$ cat config.mk
export PLATFORM = sky130hd
export DESIGN_NAME = led_scan_sequencer
export DESIGN_NICKNAME = d
export VERILOG_FILES = /design/src/rtl/led_scan_sequencer.sv
export SDC_FILE = /design/constraint.sdc
export NUM_CORES = 1
export LEC_CHECK = 0
export ABC_AREA = 1
export CAP_MARGIN = 20
export CORE_ASPECT_RATIO = 1.2
export CORE_MARGIN = 10
export CORE_UTILIZATION = 40
export DETAILED_ROUTE_END_ITERATION = 8
export PLACE_DENSITY = 0.82
export SLEW_MARGIN = 20
export SYNTH_ARGS = -nofsm -noshare
export SYNTH_HDL_FRONTEND = slang
export SYNTH_SLANG_ARGS = --single-unit
$ cat constraint.sdc
create_clock -name clk -period 2.49 [get_ports clk]
set_input_delay 0.498 -clock clk [delete_from_list [all_inputs] [get_ports clk]]
set_output_delay 0.498 -clock clk [all_outputs]
set_load 0.01 [all_outputs]
$ cat src/rtl/led_scan_sequencer.sv
// Row scan sequencer for the LED panel controller: fetches each row's 16 chunks
// from the selected frame-memory bank, starts the row and enforces the row period.
module led_scan_sequencer #(
  parameter int MIN_ROW_CYCLES = 1024,
  parameter int BUSY_WDOG      = 16
) (
  input  logic        clk,
  input  logic        reset_n,
  input  logic        enable,
  input  logic        front_bank,
  output logic        mem_rd_en,
  output logic [10:0] mem_addr,
  input  logic [31:0] mem_rd_data,
  output logic [31:0] chunk_data,
  output logic [3:0]  chunk_addr,
  output logic        chunk_write_enable,
  output logic [3:0]  row_addr,
  output logic [1:0]  panel_addr,
  output logic        row_start,
  input  logic        row_busy,
  output logic        frame_done,
  output logic        current_bank,
  output logic        stall_err
);

  // state   | meaning
  // IDLE    | not scanning, waiting for enable
  // LOAD    | 17 cycles: 16 reads, writes trail reads by one cycle
  // START   | row_start pulse, row timer begins at 1
  // DWELL   | hold row until period elapsed and controller is idle
  // ADVANCE | step row/panel, frame wrap handling
  typedef enum logic [2:0] {IDLE, LOAD, START, DWELL, ADVANCE} state_t;

  localparam int TW = $clog2(MIN_ROW_CYCLES + BUSY_WDOG + 2) + 1;
  localparam logic [TW-1:0] MIN_T  = TW'(MIN_ROW_CYCLES);
  localparam logic [TW-1:0] WDOG_T = TW'(BUSY_WDOG + 1);
  localparam logic [TW-1:0] TMAX   = '1;

  state_t          state_q, state_d;
  logic [4:0]      ld_q, ld_d;
  logic [TW-1:0]   timer_q, timer_d;
  logic            busy_seen_q, busy_seen_d;
  logic            wdog_q, wdog_d;
  logic [3:0]      row_q, row_d;
  logic [1:0]      panel_q, panel_d;
  logic            bank_q, bank_d;
  logic            stall_err_q, stall_err_d;
  logic            mem_rd_en_q, mem_rd_en_d;
  logic [10:0]     mem_addr_q, mem_addr_d;
  logic            cwe_q, cwe_d;
  logic [3:0]      chunk_addr_q, chunk_addr_d;
  logic            row_start_q, row_start_d;
  logic            frame_done_q, frame_done_d;
  logic            wrap;

  assign wrap = (row_q == 4'hF) && (panel_q == 2'h3);

  always_comb begin
    state_d     = state_q;
    ld_d        = ld_q;
    timer_d     = timer_q;
    busy_seen_d = busy_seen_q;
    wdog_d      = wdog_q;
    row_d       = row_q;
    panel_d     = panel_q;
    bank_d      = bank_q;
    stall_err_d = stall_err_q;

    case (state_q)
      IDLE: begin
        if (enable) begin
          state_d = LOAD;
          ld_d    = '0;
          bank_d  = front_bank;
          row_d   = '0;
          panel_d = '0;
        end
      end
      LOAD: begin
        if (ld_q == 5'd16) begin
          state_d = START;
          timer_d = TW'(1);
        end else begin
          ld_d = ld_q + 5'd1;
        end
      end
      START: begin
        state_d     = DWELL;
        timer_d     = timer_q + TW'(1);
        busy_seen_d = 1'b0;
        wdog_d      = 1'b0;
      end
      DWELL: begin
        if (timer_q != TMAX) timer_d = timer_q + TW'(1);
        if (row_busy) busy_seen_d = 1'b1;
        if (timer_q == WDOG_T && !busy_seen_q && !row_busy) begin
          wdog_d      = 1'b1;
          stall_err_d = 1'b1;
        end
        // A held-high row_busy stretches the row without limit.
        if (timer_q >= MIN_T && !row_busy && (busy_seen_q || wdog_q)) state_d = ADVANCE;
      end
      ADVANCE: begin
        row_d = row_q + 4'd1;
        if (row_q == 4'hF) panel_d = panel_q + 2'd1;
        if (wrap && !enable) begin
          state_d = IDLE;
          bank_d  = 1'b0;
        end else begin
          state_d = LOAD;
          ld_d    = '0;
          if (wrap) bank_d = front_bank;
        end
      end
      default: state_d = IDLE;
    endcase

    // Outputs are precomputed from the next state so they are valid in-state.
    mem_rd_en_d  = (state_d == LOAD) && !ld_d[4];
    mem_addr_d   = mem_rd_en_d ? {bank_d, panel_d, row_d, ld_d[3:0]} : '0;
    cwe_d        = (state_d == LOAD) && (ld_d != 5'd0);
    chunk_addr_d = cwe_d ? (ld_d[3:0] - 4'd1) : '0;
    row_start_d  = (state_d == START);
    frame_done_d = (state_d == ADVANCE) && wrap;
  end

  always_ff @(posedge clk or negedge reset_n) begin
    if (!reset_n) begin
      state_q      <= IDLE;
      ld_q         <= '0;
      timer_q      <= '0;
      busy_seen_q  <= 1'b0;
      wdog_q       <= 1'b0;
      row_q        <= '0;
      panel_q      <= '0;
      bank_q       <= 1'b0;
      stall_err_q  <= 1'b0;
      mem_rd_en_q  <= 1'b0;
      mem_addr_q   <= '0;
      cwe_q        <= 1'b0;
      chunk_addr_q <= '0;
      row_start_q  <= 1'b0;
      frame_done_q <= 1'b0;
    end else begin
      state_q      <= state_d;
      ld_q         <= ld_d;
      timer_q      <= timer_d;
      busy_seen_q  <= busy_seen_d;
      wdog_q       <= wdog_d;
      row_q        <= row_d;
      panel_q      <= panel_d;
      bank_q       <= bank_d;
      stall_err_q  <= stall_err_d;
      mem_rd_en_q  <= mem_rd_en_d;
      mem_addr_q   <= mem_addr_d;
      cwe_q        <= cwe_d;
      chunk_addr_q <= chunk_addr_d;
      row_start_q  <= row_start_d;
      frame_done_q <= frame_done_d;
    end
  end

  // Gated so the chunk bus reads zero whenever no write is in flight.
  assign chunk_data         = cwe_q ? mem_rd_data : '0;
  assign mem_rd_en          = mem_rd_en_q;
  assign mem_addr           = mem_addr_q;
  assign chunk_addr         = chunk_addr_q;
  assign chunk_write_enable = cwe_q;
  assign row_addr           = row_q;
  assign panel_addr         = panel_q;
  assign row_start          = row_start_q;
  assign frame_done         = frame_done_q;
  assign current_bank       = bank_q;
  assign stall_err          = stall_err_q;

endmodule

---- Word-level counts from Yosys, hierarchy flattened ----
Cells that the tools add are included.
operators by class
  multiplexer cells ....................... 28
  order comparisons ....................... 1
  eq/ne operators ......................... 16
  reduce and logical (&&, ||, !) cells .... 22
  $add $sub $neg .......................... 5
operator list
  kind                                                                 count
  one-hot mux 12 bit (3 select lines)                                  1
  2-to-1 mux 32 bit                                                    1
  2-to-1 mux 12 bit                                                    2
  2-to-1 mux 5 bit                                                     3
  one-hot mux 3 bit (5 select lines)                                   1
  one-hot mux 5 bit (3 select lines)                                   1
  adder 12 x 1 -> 12 bit, second input constant                        1
  == test 12 x 5 -> 1 bit, second input constant                       1
  greater-or-equal comparator 12 x 11 -> 1 bit, second input constant  1
  != test 12 bit, second input constant                                1
  2-to-1 mux 11 bit                                                    1
  == test 3 x 2 -> 1 bit, second input constant                        3
  logical AND 1 bit                                                    9
  2-to-1 mux 3 bit                                                     3
  2-to-1 mux 4 bit                                                     2
  != test 2 bit, second input constant                                 4
  one-hot mux 4 bit (2 select lines)                                   1
  == test 3 x 1 -> 1 bit, second input constant                        2
  == test 3 bit, second input constant                                 2
  2-to-1 mux 1 bit                                                     6
  one-hot mux 1 bit (2 select lines)                                   3
  AND reduction 2 bit                                                  3
  adder 5 x 1 -> 5 bit, second input constant                          1
  == test 5 bit, second input constant                                 1
  other kinds (14)                                                     18
word-level totals
  output and inout bits ................... 59
  word-level logic and storage cells ...... 87
  register bits ........................... 49
  input bits .............................. 37

---- Longest topological paths before layout ----
Gate-level depths: netlist of run 1.
  depth after elaboration ................. 8
  gate-level depth with buffers ........... 14
  depth with buffers taken out ............ 14

---- Least setup slack after synthesis of run 1 ----
Ideal clock, no wire load.
  path kind ............................... register to register
  start point ............................. register row_q[0] (netlist: row_addr[0])
  end point ............................... register chunk_addr_q[3] (netlist: chunk_addr[3])
  arrival ................................. 1.751 ns
  library setup time ...................... 0.071 ns
  clock period less this slack ............ 1.823 ns
  data required time ...................... 2.419 ns
  stages on the path, launching flop included .. 15
  path buffers ............................ 0
  slack ................................... 0.667 ns
  path through ............................ dfrtp_1 -> ha_1 -> nand3_1 -> nor2_2 -> nand2_1 -> nand2_2 -> nand2_1 -> nand2_1 -> inv_1 -> ha_1 -> inv_1 -> nor2_1 -> nand2_1 -> nand2_2 -> nor2_1
between the ends
  cells in the longest elaborated chain, start to end .. 8
  elaborated cells between the ends (all ways) .. 12
  those cells by class .................... 1 x add/sub; 2 x eq/ne; 5 x mux; 4 x reduce/logical
ends and longest elaborated chain
  element                                                                            line  text
  start, declared                                                                    44    logic [3:0] row_q, row_d;
  start signal, assigned                                                             150   row_q <= row_d;
  == test 4 bit *                                                                    56    assign wrap = (row_q == 4'hF) && (panel_q == 2'h3);
  logical AND 1 bit *                                                                56
  logical AND 1 bit *                                                                106   if (wrap && !enable) begin
  2-to-1 mux 5 bit *                                                                 106
  one-hot mux 5 bit (3 select lines) *                                               69    case (state_q)
  net ld_d[1]                                                                        40    logic [4:0] ld_q, ld_d;
  parallel branches: the longest is 2 deep, another holds subtractor 4 x 1 -> 4 bit  n/a
  2-to-1 mux 4 bit *                                                                 122   chunk_addr_d = cwe_d ? (ld_d[3:0] - 4'd1) : '0;
  net chunk_addr_d[3]                                                                51    logic [3:0] chunk_addr_q, chunk_addr_d;
  end signal, assigned                                                               157   chunk_addr_q <= chunk_addr_d;
  end, declared                                                                      51
Mark *: on every way through the listed nets, which the timed path passes.
A chain may end at the register's enable or synchronous reset.

---- Worst setup path in the final report of run 1 ----
  start point ............................. input mem_rd_data[25]
  end point ............................... output chunk_data[25]
between the ends
  cells in the longest elaborated chain, start to end .. 1
ends and longest elaborated chain
  element            line  text
  start, declared    13    input logic [31:0] mem_rd_data,
  2-to-1 mux 32 bit  164   assign chunk_data = cwe_q ? mem_rd_data : '0;
  end, declared      14    output logic [31:0] chunk_data,
No other way between the ends.

==> impl_metrics.py, run 1 <==
metrics = {
    "global_routing": {
        "grt_pass1_vias": 2665,
        "antenna_found_initial": 0,
        "grt_usage": 0.149,
        "grt_max_degree": 50,
        "grt_pass1_wl_mm": 13.0,
        "grt_overflow_total": 0,
    },
    "timing": {
        "maxClockFrequency_mhz": 467,
        "slew_headroom": 0.593,
        "hold_violations": 0,
        "tightestPinTransition_ns": 0.611,
        "setup_tns_ns": 0,
        "skew_ns": 0.0115,
        "grt_setup_unrepaired": "no",
        "finalHoldWorstSlack_ns": 0.280,
        "drv_slew": 0,
        "setup_slack_ns": 0.348,
        "fin_crit_sh": 0.860,
        "min_period_ns": 2.14,
        "setup_viol": 0,
    },
    "power": {
        "p_leak_nw": 2.18,
        "peakVddDrop_mv": 0.339,
        "p_per_area_mw_per_mm2": 355,
        "power_mw": 1.39,
    },
    "cts": {
        "cts_buffers": 5,
        "clock_latency_ns": 0.30,
        "cts.sinks": 49,
        "postCtsSetupRepairBufs": 0,
        "clockBufferDepth": 2,
        "htreeDepth": 2,
        "hold_buffers": 0,
        "post_cts_resized": 0,
        "cts_root_buffer": "clkbuf_8",
        "cts_tree": "yes",
        "clk_pin_slew_worst_paths_ns": 0.09,
    },
    "route": {
        "routedWlPerCell_um": 13.7,
        "vias_per_cell": 4.61,
        "drt_pass1_iterations": 6,
        "vias": 2526,
        "drcViolationCount": 0,
        "drt_iter0_drc": 119,
        "routed_wl_mm": 7.53,
        "antenna_left": 0,
    },
    "floorplan": {
        "die_area_mm2": 0.0107,
        "dieHeight_um": 111,
        "fp.dieW_um": 96.0,
        "core_area_mm2": 0.00677,
        "initial_core_util": 0.409,
        "std_cell_rows": 33,
        "io_pins": 96,
    },
    "placement": {
        "dp_hpwl_mm": 5.97,
        "place_inst": 540,
        "place_congestion": 0.894,
        "preCtsSetupSlack_ns": 0.185,
        "io_buffers": 95,
        "placed_area_mm2": 0.00381,
    },
    "hold_path": {
        "min_path_type": "in -> async",
    },
    "worst_setup_path": {
        "worstPathRequired_ns": 1.99,
        "cp_common_cell": "clkdlybuf4s50_1",
        "timing.critical_path.buf_inv": 3,
        "end_kind": "output port",
        "critPathMaxFanout": 1,
        "cpMaxStageDelayCell": "clkdlybuf4s50_1",
        "startpoint_type": "input pin",
        "path_delay_family": "buffers and inverters",
        "path_cells": "clkdlybuf4s50_1 -> nand2_1 -> inv_1 -> clkdlybuf4s50_1",
        "cpPeakStageDelay_ns": 0.56,
        "critPathKind": "in -> out",
        "worstPathArrival_ns": 1.64,
    },
    "yosys": {
        "synth_nets": 405,
        "ys_types": 36,
        "seq_area_frac_synth": 0.443,
        "synth_warnings": 0,
        "post_synth_inst_count": 360,
        "synth-seq-cells": 49,
        "synth_area_mm2": 0.00277,
        "syn_avg_cell_area_um2": 7.69,
    },
    "layout": {
        "fin_cells": 548,
        "nNetsFinal": 505,
        "antennaDiodeCount": 0,
        "final_core_util": 0.579,
        "final_area_mm2": 0.00392,
        "syn_to_final_growth_pct": 41.6,
        "drive_above_1_share": 0.102,
    },
    "run_status": {
        "status": "complete, no violations",
    },
    "flow_run": {
        "cap_violations": 0,
    },
}
logic make-up (layout without fill, tap and decap cells):
group	Yosys count	in the layout	share of synthesized area
DFF	49	49	0.443
buffers and inverters	99	200	0.141
AOI/OAI and AO/OA	32	32	0.0859
and+or+nand+nor	165	165	0.272
adders and majority gates	8	8	0.0362
xor gates and xnor gates	7	7	0.0221
synthesized netlist by cell type (all sizes together):
cell,instances,share of area
nor4,3,0.0068
inv,92,0.12
dfrtp,49,0.44
nand2,84,0.12
clkbuf,3,0.0041
or2,1,0.0023
a2bb2oi,1,0.0032
o22ai,6,0.016
nand4,11,0.027
a31oi,1,0.0077
ha,8,0.036
o21ai,17,0.042
nor3,6,0.013
buf,3,0.0099
clkinv,1,0.0018
a21oi,4,0.0086
xor2,5,0.016
o31ai,1,0.0027
a32oi,1,0.0032
xnor2,2,0.0063
nand3,19,0.038
nor2,41,0.064
a31o,1,0.0032
area by class of cell:
| cell class | instances | area, µm² |
|---|---|---|
| clock buffer | 7 | 96.3 |
| tap | 87 | 109 |
| fill | 616 | 2850 |
| sequential | 49 | 1230 |
| multi-input combinational | 212 | 1150 |
| inverter | 93 | 350 |
| clock inverter | 1 | 8.76 |
| timing repair buffer | 99 | 976 |
layout by cell type (no fill, tap or decap), types with 4 or more instances in the layout:
master / instances
o21ai_2: 8
o22ai_1: 5
nand4_1: 10
nand3_1: 17
inv_2: 4
xor2_1: 5
nor2_1: 36
inv_1: 88
clkbuf_8: 7
ha_1: 8
o21ai_0: 8
nand2_1: 77
nor3_1: 5
dfrtp_1: 49
clkdlybuf4s50_1: 94
nand2_2: 6
buf_4: 4
worst register-to-register path: stages (launching register included):
cell and delay [ns]:
dfrtp_1 0.43, ha_1 0.20, nand3_1 0.15, nor2_2 0.21
nand2_1 0.10, nand2_2 0.10, nand2_1 0.05, nand2_1 0.09
inv_1 0.09, ha_1 0.20, inv_1 0.05, nor2_1 0.04
nand2_1 0.07, nand2_2 0.07, nor2_1 0.12
power breakdown:
group | switching [mW] | internal (mW) | total, mW
logic | 0.0250 | 0.0494 | 0.0744
registers | 0 | 0.795 | 0.795
clock network | 0.267 | 0.257 | 0.524
total | 0.292 | 1.10 | 1.39
routing by layer:
layer / GRT usage / wire length (µm) / up-vias
met5: 0 / 0 / -
met1: 0.165 / 2880 / 1173
met3: 0.0264 / 248 / 10
li1: - / - / 1300
met4: 0.0384 / 116 / 0
met2: 0.276 / 4280 / 43
path summary, 6_finish.rpt:
path                                       start                 endpoint  slack, ns  cells after the start
setup / recovery                 mem_rd_data[25]           chunk_data[25]       0.35                      4
hold / removal                           reset_n   timer_q[9]$_DFFE_PN0P_       0.28                      2
setup reg to reg           row_addr[0]$_DFF_PN0_  chunk_addr[3]$_DFF_PN0_       0.47                     14
hold reg to reg            stall_err$_DFFE_PN0P_    stall_err$_DFFE_PN0P_       0.47                      2
max in group asynchronous                reset_n   timer_q[2]$_DFFE_PN0P_       1.78                      2
min in group clk           stall_err$_DFFE_PN0P_    stall_err$_DFFE_PN0P_       0.47                      2
flip-flops by register name, indices dropped and copies added, names as in the netlist, 2 cells and up:
| name | flops |
|---|---|
| ld_q | 5 |
| state_q | 3 |
| panel_addr | 2 |
| mem_addr | 11 |
| timer_q | 12 |
| chunk_addr | 4 |
| row_addr | 4 |
Power figures use the tool's default switching activity.
==> inputs of run 2 (changes only) <==
--- a/config.mk
+++ b/config.mk
@@ -9,9 +9,9 @@
 export CAP_MARGIN = 20
 export CORE_ASPECT_RATIO = 1.2
 export CORE_MARGIN = 10
-export CORE_UTILIZATION = 40
+export CORE_UTILIZATION = 35
 export DETAILED_ROUTE_END_ITERATION = 8
-export PLACE_DENSITY = 0.82
+export PLACE_DENSITY = 0.75
 export SLEW_MARGIN = 20
 export SYNTH_ARGS = -nofsm -noshare
 export SYNTH_HDL_FRONTEND = slang
==> run 2 against run 1 <==
  * First-iteration DRC count is 29% lower
  * Clock skew is 0.0064 ns lower
  * Sequential power hardly changed
  * Via count is 1.2% lower
  * Global-route usage is 2.5 points lower
  * Fmax hardly changed
  * Sequential cell count stayed put
  * Core utilization is 7.1 points lower
  * Critical path type unchanged
  * Critical endpoint is now chunk_data[6]
  * Largest power group unchanged
  * Highest routed layer unchanged
==> impl_metrics.py, run 2 (synthesis gave the netlist of run 1 again) <==
metrics = {
    "run_status": {
        "status": "complete, no violations",
    },
    "floorplan": {
        "io_pins": 96,
        "die_area_mm2": 0.0119,
        "std_cell_rows": 35,
        "dieHeight_um": 117,
        "fp.dieW_um": 101,
        "core_area_mm2": 0.00771,
        "initial_core_util": 0.359,
    },
    "cts": {
        "htreeDepth": 2,
        "hold_buffers": 0,
        "cts_root_buffer": "clkbuf_8",
        "cts.sinks": 49,
        "cts_tree": "yes",
        "cts_buffers": 5,
        "clk_pin_slew_worst_paths_ns": 0.09,
        "postCtsSetupRepairBufs": 0,
        "post_cts_resized": 0,
        "clockBufferDepth": 2,
        "clock_latency_ns": 0.29,
    },
    "placement": {
        "preCtsSetupSlack_ns": 0.165,
        "dp_hpwl_mm": 5.95,
        "placed_area_mm2": 0.00382,
        "place_congestion": 0.839,
        "io_buffers": 95,
        "place_inst": 545,
    },
    "timing": {
        "fin_crit_sh": 0.860,
        "grt_setup_unrepaired": "no",
        "skew_ns": 0.00514,
        "hold_violations": 0,
        "setup_tns_ns": 0,
        "slew_headroom": 0.604,
        "tightestPinTransition_ns": 0.593,
        "setup_viol": 0,
        "maxClockFrequency_mhz": 467,
        "drv_slew": 0,
        "setup_slack_ns": 0.349,
        "min_period_ns": 2.14,
    },
    "worst_setup_path": {
        "startpoint_type": "input pin",
        "worstPathRequired_ns": 1.99,
        "critPathMaxFanout": 1,
        "timing.critical_path.buf_inv": 3,
        "regToRegSetupSlack_ns": 0.45,
        "end_kind": "output port",
        "worst-r2r-cell-count": 14,
        "cpMaxStageDelayCell": "clkdlybuf4s50_1",
        "path_delay_family": "buffers and inverters",
        "r2r_end": "chunk_addr[3]$_DFF_PN0_",
        "reg2reg_from": "row_addr[0]$_DFF_PN0_",
        "worstPathArrival_ns": 1.64,
        "cpPeakStageDelay_ns": 0.55,
        "cp.depth": 4,
        "critPathKind": "in -> out",
        "cp_common_cell": "clkdlybuf4s50_1",
        "path_cells": "clkdlybuf4s50_1 -> nand2_1 -> inv_1 -> clkdlybuf4s50_1",
    },
    "hold_path": {
        "min_path_type": "in -> async",
    },
    "power": {
        "power_frac_seq": 0.595,
        "p_comb_frac": 0.055,
        "p_leak_nw": 2.17,
        "power.switching_mw": 0.271,
        "clockPowerShare": 0.350,
        "peakVddDrop_mv": 0.256,
        "swShare": 0.203,
        "internal_power_mw": 1.06,
        "p_per_area_mw_per_mm2": 341,
    },
    "route": {
        "drt_pass1_iterations": 4,
        "routedWlPerCell_um": 13.2,
        "drcViolationCount": 0,
        "routed_wl_mm": 7.30,
        "vias_per_cell": 4.52,
        "vias": 2496,
        "antenna_left": 0,
        "drt_iter0_drc": 84,
    },
    "layout": {
        "largest_reg_flops": 12,
        "final_common_cell": "clkdlybuf4s50_1",
        "drive_above_1_share": 0.100,
        "final_cell_mix": "clkdlybuf4s50_1 (94), inv_1 (88), nand2_1 (77)",
        "antennaDiodeCount": 0,
        "fillers": 716,
        "final_core_util": 0.507,
        "nNetsFinal": 505,
        "fin_cells": 552,
        "final_area_mm2": 0.00391,
        "registers.top_by_ff_count": "timer_q",
        "syn_to_final_growth_pct": 41.3,
    },
    "global_routing": {
        "grt_max_degree": 50,
        "grt_pass1_vias": 2593,
        "antenna_found_initial": 0,
        "grt_overflow_total": 0,
        "grt_usage": 0.124,
        "grt_pass1_wl_mm": 12.3,
    },
    "flow_run": {
        "cap_violations": 0,
    },
}
run 2: metal layers:
layer,global-route usage,part of all wire
met4,0.0262,0.0060
met3,0.0270,0.036
met1,0.129,0.39
met5,0,0
met2,0.237,0.57
run 2: stage by stage:
stage / power (mW) / hold WS [ns]
2_1_floorplan: 0.812 / 0.202
3_3_place_gp: 0.884 / 0.450
3_5_place_dp: 0.885 / 0.458
4_1_cts: 1.36 / 0.310
5_1_grt: 1.39 / 0.330
6_report: 1.34 / 0.283
run 2: worst max path at each step:
| stage | startpoint | end | slack [ns] |
|---|---|---|---|
| after floorplan | row_addr[0]$_DFF_PN0_ | chunk_addr[3]$_DFF_PN0_ | 0.67 |
| after global placement | enable | chunk_addr[3]$_DFF_PN0_ | 0.25 |
| after detailed placement | enable | chunk_addr[3]$_DFF_PN0_ | 0.16 |
| after CTS | mem_rd_data[6] | chunk_data[6] | 0.32 |
| final | mem_rd_data[6] | chunk_data[6] | 0.35 |
| after global routing | row_addr[0]$_DFF_PN0_ | chunk_addr[3]$_DFF_PN0_ | 0.19 |
run 2: power groups by stage:
stage                     clock network, mW  logic, mW  registers [mW]
after floorplan                           0    0.00110           0.811
after CTS                             0.493     0.0750           0.795
after detailed placement                  0     0.0743           0.811
final                                 0.467     0.0732           0.795
after global placement                    0     0.0737           0.811
after global routing                  0.517     0.0801           0.795
run 2: cell type report:
class	count	area (µm²)	share of cell area
multi-input cells	212	1150	0.295
clock buffers	6	82.6	0.0211
inverters	93	350	0.0896
flip-flops and latches	49	1230	0.314
clock inverters	1	7.51	0.00192
repair buffers	99	976	0.250
well taps	92	115	0.0294
==> inputs of run 3 (changes only) <==
--- a/config.mk
+++ b/config.mk
@@ -11,7 +11,7 @@
 export CORE_MARGIN = 10
 export CORE_UTILIZATION = 35
 export DETAILED_ROUTE_END_ITERATION = 8
-export PLACE_DENSITY = 0.75
+export PLACE_DENSITY_LB_ADDON = 0.1
 export SLEW_MARGIN = 20
 export SYNTH_ARGS = -nofsm -noshare
 export SYNTH_HDL_FRONTEND = slang
==> run 3 against run 2 <==
  * Largest cell class unchanged
  * Sequential share of layout area down 0.18 points
  * Wire length grew 2.1%
  * Die area unchanged
  * Sequential power about the same
  * Count of clock-buffer cells in the layout decreased by 1
  * Worst hold slack worse by 0.054 ns
  * Clock skew rose by 0.0076 ns
  * First-iteration DRC count rose by 31%
  * Global-route usage increased by 0.23 points
  * Sequential cell count stayed put
==> impl_metrics.py, run 3 (synthesis gave the netlist of run 1 again) <==
metrics = {
    "run_status": {
        "status": "complete, no violations",
    },
    "power": {
        "peakVddDrop_mv": 0.266,
        "internal_power_mw": 1.15,
        "power.switching_mw": 0.310,
        "power_frac_seq": 0.546,
        "p_comb_frac": 0.052,
        "clockPowerShare": 0.403,
        "p_per_area_mw_per_mm2": 370,
        "swShare": 0.213,
        "p_leak_nw": 2.18,
    },
    "cts": {
        "cts_buffers": 5,
        "clockBufferDepth": 2,
        "cts.sinks": 49,
        "htreeDepth": 2,
        "post_cts_resized": 0,
        "postCtsSetupRepairBufs": 0,
        "clock_latency_ns": 0.31,
        "clk_pin_slew_worst_paths_ns": 0.10,
        "hold_buffers": 0,
        "cts_tree": "yes",
        "cts_root_buffer": "clkbuf_8",
    },
    "floorplan": {
        "dieHeight_um": 117,
        "core_area_mm2": 0.00771,
        "std_cell_rows": 35,
        "io_pins": 96,
        "initial_core_util": 0.359,
        "die_area_mm2": 0.0119,
        "fp.dieW_um": 101,
    },
    "worst_setup_path": {
        "end_kind": "output port",
        "startpoint_type": "input pin",
        "critPathKind": "in -> out",
        "worstPathArrival_ns": 1.62,
        "worstPathRequired_ns": 1.99,
        "critPathMaxFanout": 1,
        "regToRegSetupSlack_ns": 0.42,
        "r2r_end": "chunk_addr[3]$_DFF_PN0_",
        "worst-r2r-cell-count": 14,
        "reg2reg_from": "row_addr[0]$_DFF_PN0_",
    },
    "timing": {
        "maxClockFrequency_mhz": 472,
        "setup_tns_ns": 0,
        "min_period_ns": 2.12,
        "setup_viol": 0,
        "tightestPinTransition_ns": 0.711,
        "slew_headroom": 0.526,
        "drv_slew": 0,
        "hold_violations": 0,
        "skew_ns": 0.0127,
        "fin_crit_sh": 0.852,
        "grt_setup_unrepaired": "no",
        "setup_slack_ns": 0.369,
    },
    "layout": {
        "final_common_cell": "clkdlybuf4s50_1",
        "syn_to_final_growth_pct": 42.1,
        "drive_above_1_share": 0.102,
        "largest_reg_flops": 12,
        "final_core_util": 0.510,
        "final_area_mm2": 0.00393,
        "nNetsFinal": 505,
        "registers.top_by_ff_count": "timer_q",
        "antennaDiodeCount": 0,
        "fin_cells": 553,
        "fillers": 753,
        "final_cell_mix": "clkdlybuf4s50_1 (94), inv_1 (88), nand2_1 (77)",
    },
    "global_routing": {
        "grt_usage": 0.126,
        "met2_usage": 0.225,
        "grt_pass1_vias": 2453,
        "use_met1": 0.136,
        "use_met3": 0.0405,
        "grt_overflow_total": 0,
        "grt_max_degree": 34,
        "antenna_found_initial": 0,
        "grt_pass1_wl_mm": 12.4,
        "top_usage_layer": "met2",
    },
    "route": {
        "drcViolationCount": 0,
        "routed_wl_mm": 7.45,
        "drt_iter0_drc": 110,
        "vias": 2497,
        "drt_pass1_iterations": 4,
        "antenna_left": 0,
        "routedWlPerCell_um": 13.5,
        "vias_per_cell": 4.52,
    },
    "placement": {
        "placed_area_mm2": 0.00382,
        "place_congestion": 0.868,
        "dp_hpwl_mm": 6.04,
        "io_buffers": 95,
        "preCtsSetupSlack_ns": 0.179,
        "place_inst": 545,
    },
    "flow_run": {
        "cap_violations": 0,
    },
    "hold_path": {
        "min_path_type": "in -> async",
    },
}
[run 3: cell types whose count changed in the layout (fill, tap and decap cells not counted)]
cell / change
bufinv_16: +1
clkinv_2: +1
clkbuf_8: -1
clkinvlp_4: -1
inv_6: +1
[run 3: power by group through the flow]
stage	Sequential [mW]	Combinational, mW	Clock (mW)
final	0.795	0.0751	0.587
after global routing	0.795	0.0834	0.639
after CTS	0.795	0.0774	0.612
after floorplan	0.811	0.00110	0
after global placement	0.811	0.0759	0
after detailed placement	0.811	0.0767	0
[run 3: how the worst max path moves through the flow]
stage,startpoint,endpoint,cells after the start
after floorplan,row_addr[0]$_DFF_PN0_,chunk_addr[3]$_DFF_PN0_,14
after global routing,row_addr[0]$_DFF_PN0_,chunk_addr[0]$_DFF_PN0_,14
after CTS,chunk_write_enable$_DFF_PN0_,chunk_data[12],4
after global placement,enable,chunk_addr[3]$_DFF_PN0_,13
after detailed placement,enable,chunk_addr[3]$_DFF_PN0_,13
final,mem_rd_data[7],chunk_data[7],4
[run 3: area by class of cell]
cell class | count | area (µm²) | area share
clock buffers | 5 | 68.8 | 0.0175
well taps | 92 | 115 | 0.0293
multi-input cells | 212 | 1150 | 0.293
inverters | 93 | 350 | 0.0891
repair buffers | 99 | 976 | 0.248
flip-flops and latches | 49 | 1230 | 0.312
clock inverters | 3 | 43.8 | 0.0111
[run 3: through the flow]
stage | hold slack, ns | total power, mW
3_3_place_gp | 0.452 | 0.887
3_5_place_dp | 0.463 | 0.887
2_1_floorplan | 0.202 | 0.812
4_1_cts | 0.255 | 1.48
6_report | 0.229 | 1.46
5_1_grt | 0.268 | 1.52
[run 3: metal layers]
layer / share of wire / vias to the layer above
met4: 0.0082 / 0
met2: 0.53 / 58
met1: 0.40 / 1140
met3: 0.065 / 4
met5: 0 / -
li1: - / 1295
[run 3: worst max-delay path, stage by stage]
cell             delay, ns
clkdlybuf4s50_1       0.46
nand2_1               0.05
inv_1                 0.06
clkdlybuf4s50_1       0.56
